## src/rtl/alu_pkg.sv

```systemverilog
// Shared ALU definitions: operation codes (also used by the ALU control
// decoder) and the execute-unit FSM state encoding.
package alu_pkg;

    localparam logic [3:0] ALU_AND = 4'b0000;
    localparam logic [3:0] ALU_OR  = 4'b0001;
    localparam logic [3:0] ALU_ADD = 4'b0010;
    localparam logic [3:0] ALU_SUB = 4'b0110;
    localparam logic [3:0] ALU_SLT = 4'b0111;
    localparam logic [3:0] ALU_MUL = 4'b1000;

    typedef enum logic {
        IDLE = 1'b0,
        MUL  = 1'b1
    } alu_state_e;

endpackage

```

## src/rtl/alu_exec_unit_if.sv

```systemverilog
// Request/response bus of the execute-stage ALU. The producer (decoder /
// register-read path) uses master, the ALU uses slave.
interface alu_exec_unit_if #(
    parameter int WIDTH = 32
);
    logic             in_valid;
    logic             in_ready;
    logic [3:0]       alu_ctrl;
    logic [WIDTH-1:0] op_a;
    logic [WIDTH-1:0] op_b;
    logic             out_valid;
    logic             out_ready;
    logic [WIDTH-1:0] result;
    logic             zero;
    logic             busy;

    modport master (
        output in_valid, alu_ctrl, op_a, op_b, out_ready,
        input  in_ready, out_valid, result, zero, busy
    );

    modport slave (
        input  in_valid, alu_ctrl, op_a, op_b, out_ready,
        output in_ready, out_valid, result, zero, busy
    );
endinterface

```

## src/rtl/alu_mul_iter.sv

```systemverilog
// Iterative shift-add multiplier, low WIDTH bits of a*b. One partial
// product per cycle, fixed WIDTH iterations, no early termination.
// done/product are combinational on the final iteration so the caller can
// register the finished product on the same edge as the last add.
module alu_mul_iter #(
    parameter int WIDTH = 32
) (
    input  logic             clk,
    input  logic             rst_n,
    input  logic             start,
    input  logic [WIDTH-1:0] a,
    input  logic [WIDTH-1:0] b,
    output logic             done,
    output logic [WIDTH-1:0] product
);
    localparam int             CW   = (WIDTH > 2) ? $clog2(WIDTH) : 1;
    localparam logic [CW-1:0]  LAST = CW'(WIDTH - 1);

    logic [WIDTH-1:0] mcand;
    logic [WIDTH-1:0] mplier;
    logic [WIDTH-1:0] acc;
    logic [CW-1:0]    count;
    logic             run;
    logic [WIDTH-1:0] acc_nxt;

    assign acc_nxt = mplier[0] ? (acc + mcand) : acc;
    assign done    = run && (count == LAST);
    assign product = acc_nxt;

    // Capture operands on start, then one shift-add step per cycle.
    always_ff @(posedge clk or negedge rst_n) begin
        if (!rst_n) begin
            mcand  <= '0;
            mplier <= '0;
            acc    <= '0;
            count  <= '0;
            run    <= 1'b0;
        end else if (start) begin
            mcand  <= a;
            mplier <= b;
            acc    <= '0;
            count  <= '0;
            run    <= 1'b1;
        end else if (run) begin
            acc    <= acc_nxt;
            mcand  <= mcand << 1;
            mplier <= mplier >> 1;
            count  <= count + CW'(1);
            if (count == LAST) run <= 1'b0;
        end
    end
endmodule

```

## src/rtl/alu_exec_unit.sv

```systemverilog
// Execute-stage ALU: single-cycle AND/OR/ADD/SUB/SLT plus an iterative MUL,
// with a one-entry registered output slot behind valid/ready handshakes.
module alu_exec_unit
    import alu_pkg::*;
#(
    parameter int WIDTH = 32
) (
    input  logic           clk,
    input  logic           rst_n,
    alu_exec_unit_if.slave bus
);
    alu_state_e       state;
    logic [WIDTH-1:0] result_q;
    logic             zero_q;
    logic             out_valid_q;
    logic [WIDTH-1:0] alu_res;
    logic             accept;
    logic             is_mul;
    logic             mul_done;
    logic [WIDTH-1:0] mul_prod;

    // Slot may be refilled while it drains, so out_ready opens the input.
    assign bus.in_ready  = (state == IDLE) && (!out_valid_q || bus.out_ready);
    assign bus.out_valid = out_valid_q;
    assign bus.result    = result_q;
    assign bus.zero      = zero_q;
    assign bus.busy      = (state == MUL);

    assign accept = bus.in_valid && bus.in_ready;
    assign is_mul = (bus.alu_ctrl == ALU_MUL);

    // Single-cycle datapath; unknown codes produce 0.
    always_comb begin
        alu_res = '0;
        case (bus.alu_ctrl)
            ALU_AND: alu_res = bus.op_a & bus.op_b;
            ALU_OR:  alu_res = bus.op_a | bus.op_b;
            ALU_ADD: alu_res = bus.op_a + bus.op_b;
            ALU_SUB: alu_res = bus.op_a - bus.op_b;
            ALU_SLT: alu_res = {{(WIDTH-1){1'b0}},
                                ($signed(bus.op_a) < $signed(bus.op_b))};
            default: alu_res = '0;
        endcase
    end

    alu_mul_iter #(.WIDTH(WIDTH)) u_mul (
        .clk     (clk),
        .rst_n   (rst_n),
        .start   (accept && is_mul),
        .a       (bus.op_a),
        .b       (bus.op_b),
        .done    (mul_done),
        .product (mul_prod)
    );

    // FSM and output slot: consume clears valid unless a new result loads.
    always_ff @(posedge clk or negedge rst_n) begin
        if (!rst_n) begin
            state       <= IDLE;
            result_q    <= '0;
            zero_q      <= 1'b0;
            out_valid_q <= 1'b0;
        end else begin
            if (bus.out_ready) out_valid_q <= 1'b0;
            case (state)
                IDLE: begin
                    if (accept) begin
                        if (is_mul) begin
                            state <= MUL;
                        end else begin
                            result_q    <= alu_res;
                            zero_q      <= (alu_res == '0);
                            out_valid_q <= 1'b1;
                        end
                    end
                end
                MUL: begin
                    if (mul_done) begin
                        result_q    <= mul_prod;
                        zero_q      <= (mul_prod == '0);
                        out_valid_q <= 1'b1;
                        state       <= IDLE;
                    end
                end
                default: state <= IDLE;
            endcase
        end
    end
endmodule

```

## src/flat_wrapper.sv

```systemverilog
// flat-port wrapper written by rule: the top's interface ports become plain ports
module alu_exec_unit_flat import alu_pkg::*;
#(
    parameter int WIDTH = 32
)
  (clk, rst_n, bus_in_valid, bus_alu_ctrl, bus_op_a, bus_op_b, bus_out_ready, bus_in_ready, bus_out_valid, bus_result, bus_zero, bus_busy);
  alu_exec_unit_if #(.WIDTH(WIDTH)) bus_i ();
  input  logic clk;
  input  logic rst_n;
  input wire logic [$bits(bus_i.in_valid)-1:0] bus_in_valid;
  input wire logic [$bits(bus_i.alu_ctrl)-1:0] bus_alu_ctrl;
  input wire logic [$bits(bus_i.op_a)-1:0] bus_op_a;
  input wire logic [$bits(bus_i.op_b)-1:0] bus_op_b;
  input wire logic [$bits(bus_i.out_ready)-1:0] bus_out_ready;
  output wire logic [$bits(bus_i.in_ready)-1:0] bus_in_ready;
  output wire logic [$bits(bus_i.out_valid)-1:0] bus_out_valid;
  output wire logic [$bits(bus_i.result)-1:0] bus_result;
  output wire logic [$bits(bus_i.zero)-1:0] bus_zero;
  output wire logic [$bits(bus_i.busy)-1:0] bus_busy;
  assign bus_i.in_valid = bus_in_valid;
  assign bus_i.alu_ctrl = bus_alu_ctrl;
  assign bus_i.op_a = bus_op_a;
  assign bus_i.op_b = bus_op_b;
  assign bus_i.out_ready = bus_out_ready;
  assign bus_in_ready = bus_i.in_ready;
  assign bus_out_valid = bus_i.out_valid;
  assign bus_result = bus_i.result;
  assign bus_zero = bus_i.zero;
  assign bus_busy = bus_i.busy;
  alu_exec_unit #(.WIDTH(WIDTH)) u_core (.clk(clk), .rst_n(rst_n), .bus(bus_i));
endmodule
```

## config.mk

```make
export PLATFORM = sky130hd
export DESIGN_NAME = alu_exec_unit_flat
export DESIGN_NICKNAME = d
export VERILOG_FILES = /design/src/rtl/alu_pkg.sv /design/src/rtl/alu_exec_unit_if.sv /design/src/rtl/alu_mul_iter.sv /design/src/rtl/alu_exec_unit.sv /design/src/flat_wrapper.sv
export SDC_FILE = /design/constraint.sdc
export NUM_CORES = 1
export LEC_CHECK = 0
export ABC_AREA = 0
export CAP_MARGIN = 20
export CORE_MARGIN = 2
export CORE_UTILIZATION = 45
export CTS_CLUSTER_DIAMETER = 50
export DETAILED_ROUTE_END_ITERATION = 10
export PLACE_DENSITY_LB_ADDON = 0.25
export SYNTH_ARGS = -nofsm -noshare
export SYNTH_HDL_FRONTEND = slang
export SYNTH_HIERARCHICAL = 1
export SYNTH_SLANG_ARGS = --single-unit
```

## constraint.sdc

```tcl
create_clock -name clk -period 4.5 [get_ports clk]
set_input_delay 1.125 -clock clk [delete_from_list [all_inputs] [get_ports clk]]
set_output_delay 1.125 -clock clk [all_outputs]
set_load 0.01 [all_outputs]
```

Word-level counts from Yosys, hierarchy flattened:

Cells that the tools add are included.
W data, S select, Z words.

* flip-flop bits (word level): 137
* latch bits: 0
* memory bits (writable): 0
* bits in read-only memories: 0
* input bits: 72
* output and inout bits: 36
* logic and storage cells: 67
* memories: 0

* add/sub/neg operators: 4
* multipliers: 0
* divide/modulo/power cells: 0
* order comparisons: 1
* equality and inequality tests: 9
* shifts and indexed selects: 0
* mux-type cells: 30
* bitwise gates (word level): 3
* reduce and logical (&&, ||, !) cells: 11

Operators with widths (number)
* $mux W32: 10
* $pmux W32 S5: 1
* $add A32 B32 Y32: 2
* $logic_not A32 Y1: 2
* $pmux W32 S2: 1
* $and A32 B32 Y32: 1
* $lt A32 B32 Y1: 1
* $or A32 B32 Y32: 1
* $sub A32 B32 Y32: 1
* $mux W1: 13
* $mux W5: 2
* $eq A4 B3 Y1 const B: 2
* $pmux W1 S2: 3
* $add A5 B1 Y5 const B: 1
* $eq A5 B5 Y1 const B: 1
* $eq A4 B1 Y1 const B: 1
* $eq A4 B2 Y1 const B: 1
* $eq A4 B4 Y1 const B: 1
* $logic_and A1 B1 Y1: 4
* $logic_not A4 Y1: 1
* $ne A2 B2 Y1 const B: 2
* $reduce_and A3 Y1: 1
* $ne A2 B1 Y1 const B: 1
* $reduce_bool A2 Y1: 1
* other kinds (3): 3

Longest topological paths before layout:

* word-level depth: 6
* gate-level depth with buffers: 16

Modules after synthesis:

The synthesis kept the hierarchy.

Modules (own cells, without submodules)
* alu_exec_unit: times used 1, cells each 986, area an instance 6925.4 um^2, sequential area each 875.8 um^2
* alu_mul_iter: times used 1, cells each 714, area an instance 6590.1 um^2, sequential area each 2552.4 um^2

Worst setup path after synthesis:

Ideal clock, no wire load.

* path kind: input port to flip-flop
* start point: input bus_op_a[0]
* end point: register u_core.zero_q (netlist: u_core/bus.zero)
* library setup time: 0.092 ns
* arrival time: 3.931 ns
* required time: 4.408 ns
* path slack: 0.478 ns
* stages: 15
* buffers on the path: 0
* cell sequence: ha_1 > inv_1 > fa_1 > nand2b_1 > a2111o_1 > a211o_1 > o21ai_1 > a31o_2 > and2_1 > a311oi_1 > xnor2_1 > nor2_1 > nor4b_4 > nand4_1 > o31ai_2

* longest elaborated chain between the ends: 6

RTL lines
* start, declared: line flat_wrapper.sv:12 `input wire logic [$bits(bus_i.op_a)-1:0] bus_op_a;`
* $sub A32 B32 Y32, or another cell as far along: line alu_exec_unit.sv:39 `ALU_SUB: alu_res = bus.op_a - bus.op_b;`
* $pmux W32 S5 (*): line alu_exec_unit.sv:35 `case (bus.alu_ctrl)`
* $logic_not A32 Y1 (*): line alu_exec_unit.sv:72 `zero_q <= (alu_res == '0);`
* $mux W1 (*): line alu_exec_unit.sv:68 `if (is_mul) begin`
* $mux W1 (*): line alu_exec_unit.sv:67 `if (accept) begin`
* $pmux W1 S2 (*): line alu_exec_unit.sv:65 `case (state)`
* end signal, assigned: line alu_exec_unit.sv:72
* end signal, assigned: line alu_exec_unit.sv:80 `zero_q <= (mul_prod == '0);`
* end, declared: line alu_exec_unit.sv:14 `logic zero_q;`

Every way passes the cells marked *; elsewhere a longest branch is shown, timed or not. The select of a mux whose other input is x is not followed.
A chain may end at the register's enable or synchronous reset.

Final worst setup path:

* start point: input bus_op_b[5]
* end point: register u_core.zero_q (netlist: u_core/bus.zero)

* longest elaborated chain between the ends: 6

RTL lines
* start, declared: line flat_wrapper.sv:13 `input wire logic [$bits(bus_i.op_b)-1:0] bus_op_b;`
* $sub A32 B32 Y32, or another cell as far along: line alu_exec_unit.sv:39
* $pmux W32 S5 (*): line alu_exec_unit.sv:35
* $logic_not A32 Y1 (*): line alu_exec_unit.sv:72
* $mux W1 (*): line alu_exec_unit.sv:68
* $mux W1 (*): line alu_exec_unit.sv:67
* $pmux W1 S2 (*): line alu_exec_unit.sv:65

Marks and branches as above.

==> metrics.txt <==
cell row count=63; Clock transition at path regs=0.08 ns; depth of the CTS H-tree=4; initial antenna violation count=0; commonest non-fill, non-tap cells in the layout=273 x buf_4, 171 x nor2_1, 168 x nand2_1, 146 x a21oi_1, 140 x o21ai_0; wl on met1=23,500 um; Worst setup EP type=flip-flop; number of global-route vias before repair=between 10,000 and 15,000; met2 wire length=about 22,000 um; Final Hold Vio Count=0; Post-synth EDFFs=0; r2r setup slk=0.27 ns; Initial Util=between 40% and 50%; CTS Sinks=between 100 and 150; min Tclk post-route=4.38 ns; clk_skew=0.0134 ns; gp weighted congestion=0.964; P per Cell Area=574 nW/um^2; leakage=0.00827 uW; clk_lat worst skew=0.45 ns; chip width=177 um; Mean Syn Cell Area=between 7 and 8 sq um; final net count=2,211; Worst Max-Slew Pin Slew=0.996 ns; crit-path cells=clkdlybuf4s50_1 -> inv_1 -> ha_1 -> buf_4 -> a21oi_1 -> and3_4 -> a211o_4 -> o21ai_4 -> a31o_4 -> a31oi_2 -> o31ai_2 -> mux2_1 -> a221o_1 -> and3b_1 -> nand4_1 -> o31ai_2; max cap viols=0; final setup violating endpoints=0; Setup TNS Final=0 ns; die area=31,400 sq um; Post-Syn Nets=1,907; WP data arrival=approximately 4.7 ns; Root Driver=clkbuf_16; max_slew headroom=about a third; final instance area=17,800 sq um; Crit path top cell by count=o31ai_2; FFs w/ async S/R, synth=100%; initial DRC count=1,304; mapped cell area=~14,000 sq um; Layout area overhead=31.4%; hold crit path type=flip-flop to flip-flop; IO Pins=between 100 and 150; Core ar.=29,600 sq um; total track usage=31.6%; cts bufs inserted=17; Initial DRT Pass Iterations=5; crit share post-route=between 90 and 100%; outcome=completed; maximum VDD drop=0.000320 V; first-pass GRT wire length=76,100 um; WL per Instance=20.7 um; ys flop type=dfrtp_1; layout cells sized above 1=21.6%; crit-path max FO=5; routed via count=14,059; CTS tree=built; total chip power=10,200 uW; kind of start point of the critical path=primary input; largest net degree at the start of global routing=118; post-synth cell types=99; crit-path max cell delay=about 0.48 ns; Worst path slowest cell=clkdlybuf4s50_1; Final Max Tran Viols=0; Ys Warns=6; Syn Inst Count=~1,700; metal3 WL=3190 um; highest metal used=met4; WP data required=4.86 ns; Finished Core Util=59.9%; DR DRC count=0; Die Span Y=177 um; Overflow after GRT=0; sequential share of the synthesized area=25.4%; WL final=49,800 um; placed cell areas=approximately 17,000 sq um; n_diodes=0; Setup CP Type=primary input to flip-flop; Non-Filler Instances=roughly 2,400; #FFs+latches synth=137; fmax=0.229 GHz; commonest non-fill, non-tap cell in the layout=buf_4; dpl cells=2,372; HPWL Detailed=38,400 um; PortBufs=107; CTS Buffer Depth=2; Vias/cell=5.84; antenna viol nets, final=0
==> registers in the layout (all words and copies together), names as in the netlist <==
register and cells:
u_core/u_mul/acc 32, u_core/bus.result 32, u_core/u_mul/count 5, u_core/u_mul/mcand 32
u_core/u_mul/mplier 32, u_core/u_mul/run 1, u_core/bus.zero 1, u_core/bus.busy 1
u_core/bus.out_valid 1
==> final timing paths <==
| kind | from | end | depth (start not counted) |
|---|---|---|---|
| worst max-delay path | bus_op_b[5] | u_core/bus.zero | 16 |
| worst min-delay path | u_core/bus.out_valid | u_core/bus.out_valid | 1 |
| worst max register to register | u_core/u_mul/mcand[12] | u_core/bus.zero | 15 |
| worst min register to register | u_core/bus.out_valid | u_core/bus.out_valid | 1 |
| max in group asynchronous | rst_n | u_core/bus.result[18] | 2 |
| min in group asynchronous | rst_n | u_core/u_mul/count[1] | 1 |
==> critical path: cells and delay by family <==
family	cells	cell delay (ns)
and+or+nand+nor	3	0.57
adders and majority gates	1	0.31
AOI/OAI and AO/OA	8	1.69
muxes	1	0.30
buffers and inverters	3	0.72
==> synth_stat cells (all sizes together), types with 14 or more instances <==
cell type	n	area share (%)
nor2	177	5.0
nand2	169	4.7
a21oi	155	5.9
o21ai	154	5.8
dfrtp	137	25
ha	132	12
inv	113	3.1
mux2i	103	7.6
clkbuf	62	1.7
buf	36	1.3
xnor2	33	2.1
a21o	30	1.7
nor3	26	1.0
mux2	25	2.1
nand3	25	0.93
nor4	21	1.1
a211oi	20	1.2
a31oi	18	0.88
o31ai	16	0.96
nand4	15	0.69
o21bai	15	0.83
o22ai	15	0.69
and3	14	0.69
o21a	14	0.78
==> layout make-up <==
type / count / area, sq um
Clock inverter: 15 / 203
Inverter: 114 / 428
Sequential cell: 137 / 3430
Multi-Input combinational cell: 1351 / 9570
Timing Repair Buffer: 383 / 3210
Fill cell: 2770 / 11900
Clock buffer: 17 / 425
Tap cell: 390 / 488
==> power by group <==
group	internal (uW)	total [uW]	switching (uW)
combinational	2830	6240	3410
clock	854	1560	704
sequential	1820	2400	575
==> per-stage QoR <==
step                      hold WS [ns]  worst slack, ns
final                            0.524            0.125
after detailed placement         0.503           -0.535
after floorplan                  0.493            0.478
after global placement           0.492           -0.417
after CTS                        0.523          0.00639
after global routing             0.538          -0.0159
==> what timing repair did <==
item	CTS	global route
hold buffers	0	0
buffers inserted	0	3
resized for setup	2	79
endpoints found under the setup margin	2	11
pin swaps	0	32
cloned	0	0
==> cell families after synthesis <==
group | count (synthesis) | share of synthesized area, %
mux | 128 | 9.71
flops | 137 | 25.4
buf+inv | 212 | 6.23
fa+ha+maj | 135 | 12.7
simple gates | 507 | 17.3
compound gates | 537 | 25.8
xor+xnor | 44 | 2.85
==> layer usage <==
layer | global-route usage (%) | vias to the layer above
met2 | 49.7 | 516
met5 | 0 | -
met4 | 7.27 | 0
met3 | 5.38 | 75
met1 | 45.1 | 6752
li1 | - | 6716
Power figures use the tool's default switching activity.
